### src/rtl/pipe_reg.sv
// pipe_reg: elastic pipeline register chain of DEPTH stages with valid/ready
// handshake, per-stage valid bits so bubbles collapse, synchronous flush and
// a registered occupancy count.
// Integration note: out_ready reaches in_ready combinationally through the
// ready chain (depth grows with DEPTH). Do not close a ready loop around it.
module pipe_reg #(
  parameter int unsigned WIDTH = 8,
  parameter int unsigned DEPTH = 3
) (
  input  logic                       clk,
  input  logic                       r,
  input  logic                       flush,
  input  logic                       in_valid,
  output logic                       in_ready,
  input  logic [WIDTH-1:0]           in_data,
  output logic                       out_valid,
  input  logic                       out_ready,
  output logic [WIDTH-1:0]           out_data,
  output logic [$clog2(DEPTH+1)-1:0] count
);

  localparam int unsigned CW = $clog2(DEPTH + 1);

  logic [DEPTH-1:0] v_q;
  logic [DEPTH-1:0] v_d;
  logic [DEPTH-1:0] v_in;
  logic [DEPTH-1:0] rdy;
  logic [WIDTH-1:0] data_q  [DEPTH];
  logic [WIDTH-1:0] data_in [DEPTH];
  logic [CW-1:0]    count_q;
  logic [CW-1:0]    count_d;

  // Ready chain: a stage can advance if it is empty or its successor advances.
  always_comb begin
    logic chain;
    rdy          = '0;
    chain        = !v_q[DEPTH-1] || out_ready;
    rdy[DEPTH-1] = chain;
    for (int unsigned k = 1; k < DEPTH; k++) begin
      chain            = !v_q[DEPTH-1-k] || chain;
      rdy[DEPTH-1-k]   = chain;
    end
  end

  // Handshake outputs are forced low during flush and reset.
  assign in_ready  = rdy[0] && !flush && !r;
  assign out_valid = v_q[DEPTH-1] && !flush && !r;
  assign out_data  = data_q[DEPTH-1];
  assign count     = count_q;

  // Incoming valid/data per stage: stage 0 from the input transfer, others from the predecessor.
  always_comb begin
    v_in       = '0;
    data_in    = '{default: '0};
    v_in[0]    = in_valid && in_ready;
    data_in[0] = in_data;
    for (int unsigned i = 1; i < DEPTH; i++) begin
      v_in[i]    = v_q[i-1];
      data_in[i] = data_q[i-1];
    end
  end

  // Next valid bits and their popcount, so count tracks v[] on the same edge.
  always_comb begin
    v_d     = v_q;
    count_d = '0;
    for (int unsigned i = 0; i < DEPTH; i++) begin
      if (rdy[i]) begin
        v_d[i] = v_in[i];
      end
      count_d = count_d + CW'(v_d[i]);
    end
  end

  // Stage registers: reset clears everything, flush clears valids only, data loads only on valid.
  always_ff @(posedge clk) begin
    if (r) begin
      v_q     <= '0;
      count_q <= '0;
      for (int unsigned i = 0; i < DEPTH; i++) begin
        data_q[i] <= '0;
      end
    end else if (flush) begin
      v_q     <= '0;
      count_q <= '0;
    end else begin
      v_q     <= v_d;
      count_q <= count_d;
      for (int unsigned i = 0; i < DEPTH; i++) begin
        if (rdy[i] && v_in[i]) begin
          data_q[i] <= data_in[i];
        end
      end
    end
  end

endmodule
### config.mk
export PLATFORM = sky130hd
export DESIGN_NAME = pipe_reg
export DESIGN_NICKNAME = d
export VERILOG_FILES = /design/src/rtl/pipe_reg.sv
export SDC_FILE = /design/constraint.sdc
export NUM_CORES = 1
export LEC_CHECK = 0
export ABC_AREA = 1
export BUFFER_PORTS_ARGS = -buffer_cell sky130_fd_sc_hd__buf_2
export CELL_PAD_IN_SITES_DETAIL_PLACEMENT = 1
export CELL_PAD_IN_SITES_GLOBAL_PLACEMENT = 1
export CORE_MARGIN = 2
export CORE_UTILIZATION = 40
export CTS_CLUSTER_SIZE = 14
export DETAILED_ROUTE_END_ITERATION = 10
export MAX_ROUTING_LAYER = met4
export PLACE_DENSITY_LB_ADDON = 0.05
export SYNTH_ARGS = -nofsm -noshare
export SYNTH_HDL_FRONTEND = slang
export SYNTH_SLANG_ARGS = --single-unit
### constraint.sdc
create_clock -name clk -period 2.5 [get_ports clk]
set_input_delay 0.25 -clock clk [delete_from_list [all_inputs] [get_ports clk]]
set_output_delay 0.25 -clock clk [all_outputs]
set_load 0.05 [all_outputs]
==> results.ini <==
[run_status]
status=finished, violations left
violations=design-rule violations

[drt]
vias=760
drt_first_pass_iters=6
drt-vias-per-instance=4.39
wl_mm=1.93
ant_nets=0
drt_iter0_markers=9
wl_per_cell_um=11.2
remaining_drc_errors=3

[grt]
met2_usage_pct=20.0
grt_max_degree=25
grt.total_usage_pct=13.6
grt_busiest_layer=met2
grt_overflow=0
antenna_found_initial=0
use_met1_pct=15.3
first_global_vias=694
grt_use_met3_pct=7.21
grt_pass1_wl_mm=3.14

[logic_synthesis]
ys_types=13
yosysTopAreaCell=edfxtp_1
synth_top_family_by_area=simple AND/OR/NAND/NOR gates
yosys.area_share.simple_pct=17.1
synth_compound_area_share_pct=1.24
syn_avg_cell_area_um2=10.8
synthCells=112
yosysWarnings=0
syn_area_um2=1210
synth.top_cell.area_share_pct=59.6
ys_seq_area_share_pct=67.9
synth_area_leaders=edfxtp_1, inv_1, nand2_1
synthMuxAreaShare_pct=0
synth_xor_area_share_pct=0
synth_fa_ha_area_share_pct=1.66
ys_ff_latch=29
synth.net_count=126

[clock_tree]
clk_latency_ns=0.32
cts_tree=built
cts_buffers=5
clkTransAtPathRegs_ns=0.09
cts_hold_repair.buffers=0
cts_root_buf=clkbuf_4
h-tree-depth=2
post-cts-setup-buffers=0
cts_resized=0
cts.path.max_buffers=2
cts.sinks=29

[floorplan]
dieArea_um2=3480
core_region_area_um2=2810
die_y_um=59.0
io_pins=25
fp-row-count=19
die_w_um=59.0
start_util_pct=43.1

[layout]
antenna_cells=0
fin_nets=155
syn2layout_area_growth_pct=16.1
fillCellCount=333
final_cell_mix=inv_1, nand2_1, edfxtp_1, buf_2
drive_gt1_share_pct=23.9

[placement]
pre_cts_slack_ns=0.945
hpwlAfterDp_mm=1.44
port_buffers=24
routabilityCongestion=0.791

[pwr]
finalPower_uw=915
pwr-share-comb_pct=8.2
swShare_pct=23.3
power_density_nw_per_um2=651
power_frac_clock_pct=31.7
p_leak_uw=0.000797
peakVddDrop_mv=0.333
seqPwrFrac_pct=60.1
internal-power_uw=701
p_sw_uw=213

[run]
cap_violations=0

[critical_path]
cpPeakStageDelay_ns=0.54
crit_type=reg2reg
required_ns=2.76
crit_path_max_fanout=5
end_kind=flop
critical-path-top-delay-family=adder cells
crit_buf_inv=1
path_cells=nand4_2 -> nand3_2 -> nand2_1 -> fa_1 -> inv_1 -> nor2_1
critical-path-slowest-cell=fa_1
cp-start-kind=flop
critPathArrivalTime_ns=1.82

[timing]
hold_viol_final=0
drv_slew=0
tightest_slew_ns=0.338
slew_headroom_pct=77.4
rsz0062_at_grt=false
setup_viol=0
totalNegativeSetupSlack_ns=0
hold_ws_ns=0.184
min_period_ns=1.56
post-route-period-util_pct=62.4
fmax_ghz=0.641
clock_skew_ns=0.00827
setup_slack_ns=0.940

[worst_hold_path]
min_path_type=in2reg

## final timing paths
path | from | end | slack, ns | cells after the start
setup reg to reg | v_q[1] | count[0] | 0.94 | 6
hold reg to reg | data_q[0][0] | data_q[0][8] | 0.52 | 2
hold / removal | in_data[3] | data_q[0][3] | 0.18 | 3
setup / recovery | v_q[1] | count[0] | 0.94 | 6
## stage by stage
step	std cells	area (um2)	util (%)
CTS	173	1400	50.0
detailed placement	165	1350	47.9
floorplan	112	1210	-
finish	173	1400	50.0
global route	173	1400	50.0
global placement	165	1350	47.9
## power groups by stage
stage / logic (uW) / clock network (uW) / registers [uW]
CTS: 76.2 / 303 / 550
global placement: 74.1 / 0 / 560
floorplan: 31.3 / 0 / 583
detailed placement: 76.2 / 0 / 561
global route: 82.8 / 333 / 552
finish: 75.0 / 290 / 550
## cell type report
| type | instances | area, um2 | area share, % |
|---|---|---|---|
| clock buffer | 8 | 58.8 | 4.19 |
| inverter | 33 | 124 | 8.82 |
| multi-input combinational | 48 | 241 | 17.2 |
| sequential | 29 | 821 | 58.5 |
| tap | 31 | 38.8 | 2.76 |
| timing repair buffer | 24 | 120 | 8.56 |
## state kept, by name, indices dropped and copies added, names as in the netlist
register  cells
data_q       24
count         2
v_q           3
## routing by layer
layer / vias up / wire length (um)
met5: - / 0
met4: 0 / 15
met3: 2 / 123
met2: 26 / 920
met1: 331 / 873
li1: 401 / -
## worst min-delay path, stage by stage
cell     delay [ns]
buf_2          0.07
nand2_1        0.04
inv_1          0.04
## synth_stat cells, drive strengths merged
master and instances:
a21oi 3, buf 2, edfxtp 24, fa 1
nand4 1, nor2 4, inv 33, nand2 33
dfxtp 5, nand3 6
## logic make-up (layout without fill, tap and decap cells)
logic type | count (synthesis) | in the layout
flip-flops | 29 | 29
adder cells (fa/ha/maj) | 1 | 1
AO/OA/AOI/OAI | 3 | 3
buffers and inverters | 35 | 65
AND/OR/NAND/NOR | 44 | 44
No activity file was read; power rests on OpenSTA's default activity.
